## config.mk

```make
export PLATFORM = sky130hd
export DESIGN_NAME = dm_mm2s_responder_flat
export DESIGN_NICKNAME = d
export VERILOG_FILES = /design/src/rtl/dm_mm2s_responder_if.sv /design/src/rtl/dm_mm2s_responder.sv /design/src/flat_wrapper.sv
export SDC_FILE = /design/constraint.sdc
export NUM_CORES = 1
export LEC_CHECK = 0
export CAP_MARGIN = 10
export CORE_MARGIN = 2
export CORE_UTILIZATION = 44
export CTS_CLUSTER_SIZE = 10
export DETAILED_ROUTE_END_ITERATION = 6
export PLACE_DENSITY_LB_ADDON = 0.1
export SLEW_MARGIN = 5
export SYNTH_ARGS = -nofsm -noshare
export SYNTH_HDL_FRONTEND = slang
export SYNTH_SLANG_ARGS = --single-unit
```

## constraint.sdc

```tcl
create_clock -name clk -period 3.2 [get_ports clk]
set_input_delay 0.96 -clock clk [delete_from_list [all_inputs] [get_ports clk]]
set_output_delay 0.96 -clock clk [all_outputs]
set_load 0.1 [all_outputs]
```

## src/rtl/dm_mm2s_responder_if.sv

```systemverilog
// Stream bundle for the datamover MM2S responder: command in, read data and status out.
interface dm_mm2s_responder_if;
  logic        s_axis_cmd_tvalid;
  logic        s_axis_cmd_tready;
  logic [71:0] s_axis_cmd_tdata;

  logic        m_axis_data_tvalid;
  logic        m_axis_data_tready;
  logic [63:0] m_axis_data_tdata;
  logic [7:0]  m_axis_data_tkeep;
  logic        m_axis_data_tlast;

  logic        m_axis_sts_tvalid;
  logic        m_axis_sts_tready;
  logic [7:0]  m_axis_sts_tdata;
  logic [0:0]  m_axis_sts_tkeep;
  logic        m_axis_sts_tlast;

  // Command issuer / data and status consumer
  modport master (
    output s_axis_cmd_tvalid, s_axis_cmd_tdata, m_axis_data_tready, m_axis_sts_tready,
    input  s_axis_cmd_tready,
    input  m_axis_data_tvalid, m_axis_data_tdata, m_axis_data_tkeep, m_axis_data_tlast,
    input  m_axis_sts_tvalid, m_axis_sts_tdata, m_axis_sts_tkeep, m_axis_sts_tlast
  );

  // Responder side
  modport slave (
    input  s_axis_cmd_tvalid, s_axis_cmd_tdata, m_axis_data_tready, m_axis_sts_tready,
    output s_axis_cmd_tready,
    output m_axis_data_tvalid, m_axis_data_tdata, m_axis_data_tkeep, m_axis_data_tlast,
    output m_axis_sts_tvalid, m_axis_sts_tdata, m_axis_sts_tkeep, m_axis_sts_tlast
  );
endinterface

```

## src/rtl/dm_mm2s_responder.sv

```systemverilog
// Datamover MM2S responder model: accepts one read command at a time, streams
// address-pattern data beats after a fixed latency, then returns one status byte.
module dm_mm2s_responder #(
  parameter int unsigned LAT_CYCLES = 2,
  parameter logic [31:0] BASE_LIMIT = 32'h1000_0000
) (
  input logic                  clk,
  input logic                  rst,
  dm_mm2s_responder_if.slave   bus
);

  typedef enum logic [1:0] {IDLE, WAIT, DATA, STS} state_t;

  state_t      state_q, state_d;
  logic        armed_q;
  logic [7:0]  wait_cnt_q;
  logic [19:0] beats_left_q;
  logic [31:0] addr_q;
  logic [2:0]  rem_q;
  logic [3:0]  tag_q;
  logic        eof_q;
  logic [3:0]  sts_code_q;

  logic [22:0] cmd_btt;
  logic        cmd_eof;
  logic [31:0] cmd_saddr;
  logic [3:0]  cmd_tag;
  logic [32:0] cmd_end;
  logic        cmd_interr;
  logic        cmd_decerr;
  logic [19:0] cmd_beats_m1;
  logic [10:0] cmd_unused;

  logic        cmd_ready;
  logic        cmd_accept;
  logic        data_valid;
  logic        data_last;
  logic        data_hs;
  logic        sts_valid;
  logic        sts_hs;

  assign cmd_btt      = bus.s_axis_cmd_tdata[22:0];
  assign cmd_eof      = bus.s_axis_cmd_tdata[30];
  assign cmd_saddr    = bus.s_axis_cmd_tdata[63:32];
  assign cmd_tag      = bus.s_axis_cmd_tdata[67:64];
  // TYPE and reserved bits carry no meaning here; transfers are always INCR
  assign cmd_unused   = {bus.s_axis_cmd_tdata[71:68], bus.s_axis_cmd_tdata[29:23]};
  assign cmd_end      = {1'b0, cmd_saddr} + {10'd0, cmd_btt};
  assign cmd_interr   = (cmd_btt == 23'd0);
  assign cmd_decerr   = (cmd_saddr >= BASE_LIMIT) || cmd_end[32];
  // Remaining-beat counter holds N-1 so a full 2^20-beat transfer fits in 20 bits
  assign cmd_beats_m1 = 20'((cmd_btt - 23'd1) >> 3);

  // State register
  always_ff @(posedge clk or posedge rst) begin
    if (rst) state_q <= IDLE;
    else     state_q <= state_d;
  end

  // Next-state and handshake decode
  always_comb begin
    state_d    = state_q;
    cmd_ready  = armed_q && (state_q == IDLE);
    cmd_accept = cmd_ready && bus.s_axis_cmd_tvalid;
    data_valid = (state_q == DATA);
    sts_valid  = (state_q == STS);
    data_last  = data_valid && (beats_left_q == 20'd0);
    data_hs    = data_valid && bus.m_axis_data_tready;
    sts_hs     = sts_valid && bus.m_axis_sts_tready;
    case (state_q)
      IDLE: if (cmd_accept) begin
        if (cmd_interr || cmd_decerr) state_d = STS;
        else if (LAT_CYCLES == 0)     state_d = DATA;
        else                          state_d = WAIT;
      end
      WAIT: if (wait_cnt_q <= 8'd1) state_d = DATA;
      DATA: if (data_hs && data_last) state_d = STS;
      STS:  if (sts_hs) state_d = IDLE;
      default: state_d = IDLE;
    endcase
  end

  // Command capture, latency countdown and beat advance
  always_ff @(posedge clk or posedge rst) begin
    if (rst) begin
      armed_q      <= 1'b0;
      wait_cnt_q   <= '0;
      beats_left_q <= '0;
      addr_q       <= '0;
      rem_q        <= '0;
      tag_q        <= '0;
      eof_q        <= 1'b0;
      sts_code_q   <= '0;
    end else begin
      armed_q <= 1'b1;
      if (cmd_accept) begin
        addr_q       <= cmd_saddr;
        beats_left_q <= cmd_beats_m1;
        rem_q        <= cmd_btt[2:0];
        tag_q        <= cmd_tag;
        eof_q        <= cmd_eof;
        wait_cnt_q   <= 8'(LAT_CYCLES);
        if (cmd_interr)      sts_code_q <= 4'b0001;
        else if (cmd_decerr) sts_code_q <= 4'b0010;
        else                 sts_code_q <= 4'b1000;
      end
      if (state_q == WAIT && wait_cnt_q != 8'd0) wait_cnt_q <= wait_cnt_q - 8'd1;
      if (data_hs) begin
        addr_q <= addr_q + 32'd8;
        if (!data_last) beats_left_q <= beats_left_q - 20'd1;
      end
    end
  end

  assign bus.s_axis_cmd_tready  = cmd_ready;

  assign bus.m_axis_data_tvalid = data_valid;
  assign bus.m_axis_data_tdata  = data_valid ? {addr_q + 32'd4, addr_q} : '0;
  assign bus.m_axis_data_tkeep  = !data_valid ? '0 :
                                  (data_last && rem_q != 3'd0) ? (8'hFF >> (4'd8 - {1'b0, rem_q})) :
                                  8'hFF;
  assign bus.m_axis_data_tlast  = data_last && eof_q;

  assign bus.m_axis_sts_tvalid  = sts_valid;
  assign bus.m_axis_sts_tdata   = sts_valid ? {sts_code_q, tag_q} : '0;
  assign bus.m_axis_sts_tkeep   = sts_valid;
  assign bus.m_axis_sts_tlast   = sts_valid;

endmodule

```

## src/flat_wrapper.sv

```systemverilog
// flat-port wrapper written by rule: the top's interface ports become plain ports
module dm_mm2s_responder_flat 
#(
  parameter int unsigned LAT_CYCLES = 2,
  parameter logic [31:0] BASE_LIMIT = 32'h1000_0000
)
  (clk, rst, bus_s_axis_cmd_tvalid, bus_s_axis_cmd_tdata, bus_m_axis_data_tready, bus_m_axis_sts_tready, bus_s_axis_cmd_tready, bus_m_axis_data_tvalid, bus_m_axis_data_tdata, bus_m_axis_data_tkeep, bus_m_axis_data_tlast, bus_m_axis_sts_tvalid, bus_m_axis_sts_tdata, bus_m_axis_sts_tkeep, bus_m_axis_sts_tlast);
  dm_mm2s_responder_if bus_i ();
  input logic clk;
  input logic rst;
  input wire logic [$bits(bus_i.s_axis_cmd_tvalid)-1:0] bus_s_axis_cmd_tvalid;
  input wire logic [$bits(bus_i.s_axis_cmd_tdata)-1:0] bus_s_axis_cmd_tdata;
  input wire logic [$bits(bus_i.m_axis_data_tready)-1:0] bus_m_axis_data_tready;
  input wire logic [$bits(bus_i.m_axis_sts_tready)-1:0] bus_m_axis_sts_tready;
  output wire logic [$bits(bus_i.s_axis_cmd_tready)-1:0] bus_s_axis_cmd_tready;
  output wire logic [$bits(bus_i.m_axis_data_tvalid)-1:0] bus_m_axis_data_tvalid;
  output wire logic [$bits(bus_i.m_axis_data_tdata)-1:0] bus_m_axis_data_tdata;
  output wire logic [$bits(bus_i.m_axis_data_tkeep)-1:0] bus_m_axis_data_tkeep;
  output wire logic [$bits(bus_i.m_axis_data_tlast)-1:0] bus_m_axis_data_tlast;
  output wire logic [$bits(bus_i.m_axis_sts_tvalid)-1:0] bus_m_axis_sts_tvalid;
  output wire logic [$bits(bus_i.m_axis_sts_tdata)-1:0] bus_m_axis_sts_tdata;
  output wire logic [$bits(bus_i.m_axis_sts_tkeep)-1:0] bus_m_axis_sts_tkeep;
  output wire logic [$bits(bus_i.m_axis_sts_tlast)-1:0] bus_m_axis_sts_tlast;
  assign bus_i.s_axis_cmd_tvalid = bus_s_axis_cmd_tvalid;
  assign bus_i.s_axis_cmd_tdata = bus_s_axis_cmd_tdata;
  assign bus_i.m_axis_data_tready = bus_m_axis_data_tready;
  assign bus_i.m_axis_sts_tready = bus_m_axis_sts_tready;
  assign bus_s_axis_cmd_tready = bus_i.s_axis_cmd_tready;
  assign bus_m_axis_data_tvalid = bus_i.m_axis_data_tvalid;
  assign bus_m_axis_data_tdata = bus_i.m_axis_data_tdata;
  assign bus_m_axis_data_tkeep = bus_i.m_axis_data_tkeep;
  assign bus_m_axis_data_tlast = bus_i.m_axis_data_tlast;
  assign bus_m_axis_sts_tvalid = bus_i.m_axis_sts_tvalid;
  assign bus_m_axis_sts_tdata = bus_i.m_axis_sts_tdata;
  assign bus_m_axis_sts_tkeep = bus_i.m_axis_sts_tkeep;
  assign bus_m_axis_sts_tlast = bus_i.m_axis_sts_tlast;
  dm_mm2s_responder #(.LAT_CYCLES(LAT_CYCLES), .BASE_LIMIT(BASE_LIMIT)) u_core (.clk(clk), .rst(rst), .bus(bus_i));
endmodule
```

==> reports/qor.yml, run 1 <==
run_status:
  run_status: "finished with violations"
  failed_checks: "negative setup slack"
sta:
  fin_worst_skew_ns: 0.00600
  slew_viol_final: 0
  fin_crit_ns: 3.62
  hold_ws_ns: 0.475
  setup_violations: 8
  worstMarginPinSlew_ns: 0.657
  max_freq_mhz: 277
  grt_setup_unrepaired: "yes"
  hold_viol: 0
  finalCritPeriodShare_pct: 113
  maxSlewHeadroom_pct: 56.1
  setup_slack_ns: -0.416
finish:
  antenna_cells: 0
  fin_nets: 1010
  final_common_cell: "buf_4"
  fillers: 974
  post-route-util_pct: 72.9
  final_cell_mix: "buf_4 (101), buf_12 (76), nand2_1 (74)"
  syn2layout_area_growth_pct: 62.0
  drive_gt1_share_pct: 28.8
worst_setup_path:
  timing.rr.end: "u_core.beats_left_q[7]"
  endpoint: "bus_m_axis_data_tkeep[6]"
  arrival_ns: 2.66
  crit_start: "u_core.beats_left_q[3]"
  r2r_cells: 6
  crit_fanout: 5
  rrSetupSlack_ns: 0.50
  worstPathRequired_ns: 2.24
  start_kind: "flop"
  crit_type: "reg -> out"
  end_kind: "output pin"
  rr_startpoint: "u_core.beats_left_q[3]"
routing:
  vias: 6252
  avgViaCountPerCell: 5.70
  avgRoutedWirePerCell_um: 16.7
  drtIter0Drc: 537
  drt-total-wl_mm: 18.3
  route.detailed.drc: 0
  drt-pass1-iter-count: 5
  ant_nets: 0
logic_synthesis:
  synth_edf_count: 0
  synth_area_um2: 5680
  avgSynthCellArea_um2: 7.96
  netlist_instances: 714
  synthSimpleGateAreaFrac_pct: 31.3
  synth_top_family_by_area: "simple AND/OR/NAND/NOR gates"
  synth_top_cell_area_share_pct: 32.6
  yosysTopAreaCell: "dfrtp_1"
  synthArstFlopShare_pct: 100
  synth_compound_area_share_pct: 20.3
  synthTopCellsByArea: "dfrtp_1 (33%), and2_1 (7.5%), nand2_1 (5.0%), xnor2_1 (4.6%), o21ai_0 (4.4%)"
  synth_flop_cell: "dfrtp_1"
  synthMuxAreaShare_pct: 0.374
  ys_types: 69
  synth_fa_ha_area_share_pct: 3.08
  synth-xor-area-share_pct: 6.17
  yosysWarnings: 0
  syn_nets: 805
  ys_ff_latch: 74
  ys_seq_area_share_pct: 32.6
global_route:
  grt_pass1_vias: 6103
  grt_usage_pct: 26.9
  grt_overflow_total: 0
  grt_max_degree: 71
  antenna_found_initial: 0
  grt_pass1_wl_mm: 30.9
die:
  dieArea_um2: 13800
  rows: 41
  core_um2: 12600
  start_util_pct: 45.0
  die_h_um: 118
  die_w_um: 118
  ios: 163
hold_path:
  hold_path_class: "reg -> reg"
  holdPathStages: 2
clocking:
  cts_buffer_depth: 2
  hold_buffers: 0
  cts_buffers: 9
  cts_htree_levels: 3
  cts_sinks: 74
  cts_tree: "done"
  clk_latency_ns: 0.34
  clkSlewWorstSetupHoldPaths_ns: 0.06
  cts-root-buf: "clkbuf_16"
flow_run:
  maxCapViolCount: 0
placement:
  gp_congestion: 0.918
  dpl.hpwl_mm: 13.6
  io_buffers: 149
==> worst max-delay path, cell delays in order (launching register included) <==
cell and delay [ns]:
dfrtp_1 0.37, or4_4 0.53, or3_4 0.38, or3_4 0.37
o41ai_4 0.24, buf_4 0.20, a21oi_2 0.05, buf_12 0.17
==> state kept, by name, indices dropped and copies added, names as in the netlist <==
| signal | cells |
|---|---|
| u_core.addr_q | 32 |
| u_core.state_q | 2 |
| u_core.rem_q | 3 |
| u_core.beats_left_q | 20 |
| u_core.sts_code_q | 3 |
| u_core.eof_q | 1 |
| u_core.wait_cnt_q | 8 |
| u_core.tag_q | 4 |
| u_core.armed_q | 1 |
==> what timing repair did <==
action / 4_1_cts / 5_1_grt
gates resized for setup: 14 / 25
buffers inserted: 5 / 7
pin swaps: 4 / 7
gates cloned: 0 / 0
setup endpoints to repair: 23 / 23
==> worst min-delay path by stage <==
stage | to | startpoint
after floorplan | u_core.addr_q[0] | u_core.addr_q[0]
after global placement | u_core.addr_q[1] | u_core.addr_q[1]
after detailed placement | u_core.tag_q[1] | u_core.tag_q[1]
after CTS | u_core.tag_q[1] | u_core.tag_q[1]
after global routing | u_core.tag_q[1] | u_core.tag_q[1]
final | u_core.tag_q[1] | u_core.tag_q[1]
==> cells by family after synthesis <==
family	count (synthesis)
simple gates	337
compound gates	167
buf+inv	78
flops	74
xor+xnor	40
fa+ha+maj	14
other cells	2
mux	2
==> stage by stage <==
step                      setup TNS [ns]  instances  instance area [um^2]  worst slack, ns
final                              -2.96       1096                  9200           -0.416
after detailed placement           -1.35       1068                  8630           -0.159
after global placement             -1.30       1068                  8630           -0.165
after floorplan                    -3.66        714                  5820           -0.584
after CTS                          -3.08       1089                  9060           -0.435
after global routing               -3.53       1096                  9200           -0.462
==> routing by layer <==
layer	vias up	track usage [%]	routed length (um)
li1	2978	-	-
met1	2922	34.4	7600
met2	299	45.2	8890
met3	53	4.31	1220
met4	0	11.1	561
met5	-	0	0
==> layout make-up <==
cell class / instances / area (um^2) / area share, %
multi-input cells: 562 / 3740 / 40.6
well taps: 172 / 215 / 2.34
clock inverters: 7 / 93.8 / 1.02
inverters: 27 / 101 / 1.10
flip-flops and latches: 74 / 1860 / 20.2
clock buffers: 9 / 225 / 2.45
repair buffers: 245 / 2970 / 32.2
==> cell usage after synthesis (4+ instances only) <==
cell type	n
a211oi_1	9
and4_1	5
clkbuf_1	38
nor3_1	27
nand2b_1	5
and3_1	9
a221o_1	4
a21oi_1	28
xnor2_1	30
o21a_1	4
or4_1	7
nand2_1	75
o22ai_1	8
or3_1	13
ha_1	14
nand4_1	19
a211o_1	7
nor2b_1	6
o31ai_1	9
o21ai_0	50
buf_4	6
o221a_2	5
and2_1	68
inv_1	27
o211ai_1	6
nand3_1	29
dfrtp_1	74
xor2_1	10
nor4_1	17
nor2_1	47
Power of run 1 is not shown: default switching activity piles up to over one toggle a cycle in this logic, so the estimate is an artifact.
==> run 2, diff against run 1 <==
PLACE_DENSITY = 0.88   (was default)
PLACE_DENSITY_LB_ADDON = default   (was 0.1)
REMOVE_ABC_BUFFERS = 1   (was default)
==> run 2 against run 1 <==
  * The run still ends with negative setup slack left
  * Non-clock buffer count shrank 3
  * Clock-buffer cell count is the same
  * Largest cell class unchanged
  * Highest routed layer unchanged
  * Critical endpoint is now bus_m_axis_data_tkeep[4]
  * Wire length grew 5.1%
  * Core utilization shrank 1.2 points
  * Register-to-register slack lost 0.06 ns
==> reports/qor.yml, run 2 (synthesis gave the netlist of run 1 again) <==
clocking:
  cts_tree: "done"  # unchanged
  cts_htree_levels: 3  # unchanged
  cts_sinks: 74  # unchanged
  clk_latency_ns: 0.35  # was 0.34 ns
  cts-root-buf: "clkbuf_16"  # unchanged
  cts_buffer_depth: 2  # unchanged
  clkSlewWorstSetupHoldPaths_ns: 0.06  # about the same
  cts_buffers: 9  # unchanged
finish:
  top_register: "u_core.addr_q"  # unchanged
  final_cell_mix: "buf_4 (98), buf_12 (76), nand2_1 (75)"  # was buf_4 (101), buf_12 (76), nand2_1 (74)
  antenna_cells: 0  # unchanged
  largest_reg_flops: 32  # unchanged
  final_common_cell: "buf_4"  # unchanged
  reg_top3: "u_core.addr_q: 32 flops, u_core.beats_left_q: 20 flops, u_core.wait_cnt_q: 8 flops"  # unchanged
  post-route-util_pct: 71.8  # was 72.9%
  fillers: 879  # was 974
  fin_nets: 1007  # was 1010
  syn2layout_area_growth_pct: 59.4  # was 62.0%
  drive_gt1_share_pct: 26.7  # was 28.8%
sta:
  fin_worst_skew_ns: 0.00658  # was 0.00600 ns
  hold_viol: 0  # unchanged
  max_freq_mhz: 279  # was 277 MHz
  hold_ws_ns: 0.467  # was 0.475 ns
  setup_slack_ns: -0.380  # was -0.416 ns
  fin_crit_ns: 3.58  # was 3.62 ns
  worstMarginPinSlew_ns: 0.669  # was 0.657 ns
  finalCritPeriodShare_pct: 112  # was 113%
  setup_violations: 14  # was 8
  slew_viol_final: 0  # unchanged
  grt_setup_unrepaired: "yes"  # unchanged
  maxSlewHeadroom_pct: 55.2  # was 56.1%
routing:
  drt-total-wl_mm: 19.2  # was 18.3 mm
  vias: 6379  # was 6252
  route.detailed.drc: 0  # unchanged
  ant_nets: 0  # unchanged
  drt-pass1-iter-count: 5  # unchanged
  avgViaCountPerCell: 5.84  # was 5.70
  avgRoutedWirePerCell_um: 17.6  # was 16.7 um
  drtIter0Drc: 728  # was 537
run_status:
  run_status: "finished with violations"  # unchanged
  failed_checks: "negative setup slack"  # unchanged
global_route:
  grt_pass1_wl_mm: 30.7  # was 30.9 mm
  grt_usage_pct: 26.9  # about the same
  grt_overflow_total: 0  # unchanged
  grt_max_degree: 71  # unchanged
  grt_pass1_vias: 6116  # was 6103
  antenna_found_initial: 0  # unchanged
worst_setup_path:
  crit_start: "u_core.beats_left_q[7]"  # was u_core.beats_left_q[3]
  start_kind: "flop"  # unchanged
  arrival_ns: 2.62  # was 2.66 ns
  worstPathRequired_ns: 2.24  # about the same
  crit_fanout: 6  # was 5
  crit_type: "reg -> out"  # unchanged
  rr_startpoint: "u_core.beats_left_q[7]"  # was u_core.beats_left_q[3]
  end_kind: "output pin"  # unchanged
hold_path:
  worstHoldStart: "u_core.tag_q[1]"  # unchanged
  hold_path_class: "reg -> reg"  # unchanged
placement:
  gp_congestion: 0.921  # was 0.918
  io_buffers: 149  # unchanged
  dpl.hpwl_mm: 13.4  # was 13.6 mm
die:
  dieArea_um2: 13800  # unchanged
  start_util_pct: 45.0  # unchanged
  die_w_um: 118  # unchanged
  die_h_um: 118  # unchanged
  ios: 163  # unchanged
  rows: 41  # unchanged
  core_um2: 12600  # unchanged
flow_run:
  maxCapViolCount: 0  # unchanged
[run 2: cell types whose count changed in the layout (fill, tap and decap cells not counted), moves of 3 or more]
| cell | delta |
|---|---|
| and2_1 | +4 |
| and2_2 | -4 |
| nor2b_1 | +4 |
| a21boi_2 | +3 |
| a21boi_4 | -3 |
| buf_4 | -3 |
| dfrtp_1 | +3 |
| dfrtp_2 | -3 |
[run 2: repair_timing]
item,4_1_cts,5_1_grt
endpoints found under the hold margin,0,0
gates resized for setup,24,22
hold buffers,0,0
setup endpoints to repair,24,24
pin swaps,7,12
setup buffers,6,4
[run 2: area by class of cell]
| class | instances | area, um^2 | area share (%) |
|---|---|---|---|
| Inverter | 27 | 101 | 1.12 |
| Tap cell | 172 | 215 | 2.38 |
| Clock inverter | 7 | 78.8 | 0.870 |
| Multi-Input combinational cell | 562 | 3620 | 40.0 |
| Timing Repair Buffer | 242 | 2960 | 32.6 |
| Clock buffer | 9 | 225 | 2.49 |
| Sequential cell | 74 | 1860 | 20.5 |
[run 2: through the flow]
stage	setup TNS, ns	cell area [um^2]	setup slack (ns)	std cells
finish	-3.01	9060	-0.380	1093
global route	-3.74	9060	-0.411	1093
CTS	-3.64	8960	-0.508	1090
detailed placement	-2.05	8540	-0.221	1069
global placement	-1.50	8540	-0.169	1069
floorplan	-112.66	5440	-2.39	663
[run 2: worst paths after layout]
check | to | slack (ns) | cells past startpoint
min | u_core.tag_q[1] | 0.47 | 2
min reg2reg | u_core.tag_q[1] | 0.47 | 2
max in group asynchronous | u_core.addr_q[13] | 1.74 | 3
max reg2reg | u_core.beats_left_q[5] | 0.44 | 6
max | bus_m_axis_data_tkeep[4] | -0.38 | 7
min in group asynchronous | u_core.addr_q[10] | 0.88 | 2
[run 2: routing by layer]
layer  up-vias  track usage [%]  wire [um]
met1      3004             33.0       7190
met4         0             9.64        481
met3        44             4.84       1630
met5         -                0          0
met2       366             47.1       9900
li1       2965                -          -
[run 2: worst max-delay path, stage by stage, from the launching register on]
cell and delay, ns:
dfrtp_1 0.38, or4_4 0.53, or3_4 0.38, or3_4 0.36, o41ai_4 0.22, buf_6 0.18, nor2_2 0.06, buf_12 0.16
Power of run 2 is left out for the same reason.
==> run 3, diff against run 2 <==
ABC_CLOCK_PERIOD_IN_PS = 3200   (was default)
TNS_END_PERCENT = 10   (was default)
==> run 3 against run 2 <==
  * The run still ends with negative setup slack left
  * Clock skew hardly changed
  * Sequential share of layout area is 0.059 points higher
  * Non-clock buffer count is 3 lower
  * Global-route usage hardly changed
  * Largest cell class unchanged
  * Clock-buffer cell count stayed put
  * Core utilization is 0.16 points lower
  * Maximum frequency is 1.6% lower
  * Sequential cell count stayed put
==> reports/qor.yml, run 3 (synthesis gave the netlist of run 1 again) <==
run_status:
  run_status: "finished with violations"  # unchanged
  failed_checks: "negative setup slack"  # unchanged
worst_setup_path:
  rr_startpoint: "u_core.beats_left_q[3]"  # was u_core.beats_left_q[7]
  end_kind: "output pin"  # unchanged
  worstPathRequired_ns: 2.24  # about the same
  r2r_cells: 8  # was 6
  rrSetupSlack_ns: 0.23  # was 0.44 ns
  cpMostUsedCell: "or3_4"  # unchanged
  start_kind: "flop"  # unchanged
  critPathMaxStageDelay_ns: 0.54  # was 0.53 ns
  cp_cell_sequence: "or4_4 -> or3_4 -> or3_4 -> o41ai_4 -> buf_6 -> nor2_2 -> buf_12"  # unchanged
  crit_type: "reg -> out"  # unchanged
  timing.rr.end: "u_core.beats_left_q[5]"  # unchanged
  endpoint: "bus_m_axis_data_tkeep[4]"  # unchanged
  crit_fanout: 6  # unchanged
  arrival_ns: 2.68  # was 2.62 ns
  worst_path_max_delay_cell: "or4_4"  # unchanged
  crit_start: "u_core.beats_left_q[3]"  # was u_core.beats_left_q[7]
finish:
  design_area_um2: 9040  # was 9060 um^2
  fillers: 879  # unchanged
  antenna_cells: 0  # unchanged
  final_common_cell: "buf_4"  # unchanged
  reg_top3: "u_core.addr_q: 32 flops, u_core.beats_left_q: 20 flops, u_core.wait_cnt_q: 8 flops"  # unchanged
  top_register: "u_core.addr_q"  # unchanged
  final_cell_mix: "buf_4 (94), buf_12 (78), nand2_1 (75)"  # was buf_4 (98), buf_12 (76), nand2_1 (75)
  largest_reg_flops: 32  # unchanged
  drive_gt1_share_pct: 26.1  # was 26.7%
  syn2layout_area_growth_pct: 59.1  # was 59.4%
  fin_nets: 1004  # was 1007
die:
  ios: 163  # unchanged
  core_um2: 12600  # unchanged
  start_util_pct: 45.0  # unchanged
  die_h_um: 118  # unchanged
  die_w_um: 118  # unchanged
  rows: 41  # unchanged
  dieArea_um2: 13800  # unchanged
routing:
  drt-pass1-iter-count: 6  # was 5
  route.detailed.drc: 0  # unchanged
  met2_length_mm: 9.72  # was 9.90 mm
  avgViaCountPerCell: 5.87  # was 5.84
  drtIter0Drc: 562  # was 728
  ant_nets: 0  # unchanged
  wl_met1_mm: 7.36  # was 7.19 mm
  vias: 6397  # was 6379
  dr_wl_met3_mm: 1.54  # was 1.63 mm
  routed.top_layer: "met4"  # unchanged
  drt-total-wl_mm: 19.1  # was 19.2 mm
  avgRoutedWirePerCell_um: 17.5  # was 17.6 um
flow_run:
  maxCapViolCount: 0  # unchanged
global_route:
  grt_usage_pct: 26.9  # about the same
  grt_max_degree: 71  # unchanged
  grt_pass1_vias: 6125  # was 6116
  antenna_found_initial: 0  # unchanged
  grt_overflow_total: 0  # unchanged
  grt_pass1_wl_mm: 30.7  # about the same
placement:
  placed_cell_area_um2: 8540  # unchanged
  io_buffers: 149  # unchanged
  gp_congestion: 0.921  # unchanged
  dpl.hpwl_mm: 13.4  # unchanged
sta:
  fin_worst_skew_ns: 0.00678  # was 0.00658 ns
  setup_violations: 11  # was 14
  setup_slack_ns: -0.437  # was -0.380 ns
  hold_ws_ns: 0.467  # about the same
  finalCritPeriodShare_pct: 114  # was 112%
  fin_crit_ns: 3.64  # was 3.58 ns
  slew_viol_final: 0  # unchanged
  max_freq_mhz: 275  # was 279 MHz
  worstMarginPinSlew_ns: 0.672  # was 0.669 ns
  maxSlewHeadroom_pct: 55.0  # was 55.2%
  hold_viol: 0  # unchanged
  grt_setup_unrepaired: "yes"  # unchanged
hold_path:
  hold_path_class: "reg -> reg"  # unchanged
clocking:
  cts_tree: "done"  # unchanged
  cts_htree_levels: 3  # unchanged
  hold_buffers: 0  # unchanged
  cts_sinks: 74  # unchanged
  clkSlewWorstSetupHoldPaths_ns: 0.06  # about the same
  cts_buffer_depth: 2  # unchanged
  clk_latency_ns: 0.35  # about the same
  cts_buffers: 9  # unchanged
  cts-root-buf: "clkbuf_16"  # unchanged
==> run 3: worst min path at each step <==
stage          cells after the start              from  slack (ns)               end
2_1_floorplan                      2  u_core.addr_q[0]        0.44  u_core.addr_q[0]
3_3_place_gp                       2  u_core.addr_q[0]        0.45  u_core.addr_q[0]
3_5_place_dp                       2   u_core.tag_q[1]        0.46   u_core.tag_q[1]
4_1_cts                            2   u_core.tag_q[1]        0.47   u_core.tag_q[1]
5_1_grt                            2  u_core.addr_q[1]        0.49  u_core.addr_q[1]
6_report                           2   u_core.tag_q[1]        0.47   u_core.tag_q[1]
==> run 3: timing repair <==
| action | in CTS | in global routing |
|---|---|---|
| pin swaps | 9 | 4 |
| resized for setup | 33 | 13 |
| cloned | 0 | 0 |
| endpoints found under the setup margin | 24 | 28 |
| buffers inserted | 3 | 2 |
==> run 3: layout make-up <==
| type | instances | area (um^2) | share of cell area, % |
|---|---|---|---|
| multi-input combinational | 562 | 3610 | 40.0 |
| tap | 172 | 215 | 2.38 |
| timing repair buffer | 239 | 2940 | 32.6 |
| inverter | 27 | 101 | 1.12 |
| clock inverter | 7 | 78.8 | 0.872 |
| sequential | 74 | 1860 | 20.6 |
| clock buffer | 9 | 225 | 2.49 |
==> run 3: through the flow <==
stage | cells | setup WS (ns) | setup TNS [ns] | util, %
after floorplan | 663 | -2.39 | -112.66 | -
after global placement | 1069 | -0.169 | -1.50 | 67.7
after detailed placement | 1069 | -0.221 | -2.05 | 67.7
after CTS | 1088 | -0.508 | -3.78 | 71.2
after global routing | 1090 | -0.469 | -4.43 | 71.6
final | 1090 | -0.437 | -3.65 | 71.6
==> run 3: per-layer routing <==
metal / up-vias / global-route usage [%]
met5: - / 0
met4: 0 / 9.64
met3: 43 / 4.99
met2: 369 / 46.8
met1: 3020 / 33.2
li1: 2965 / -
==> run 3: worst max-delay path: cells and delay by family (launching register included) <==
kind                   cells  cell delay [ns]
DFF                        1             0.39
buffers and inverters      2             0.35
and+or+nand+nor            4             1.33
AOI/OAI and AO/OA          1             0.24
Power of run 3 is left out for the same reason.
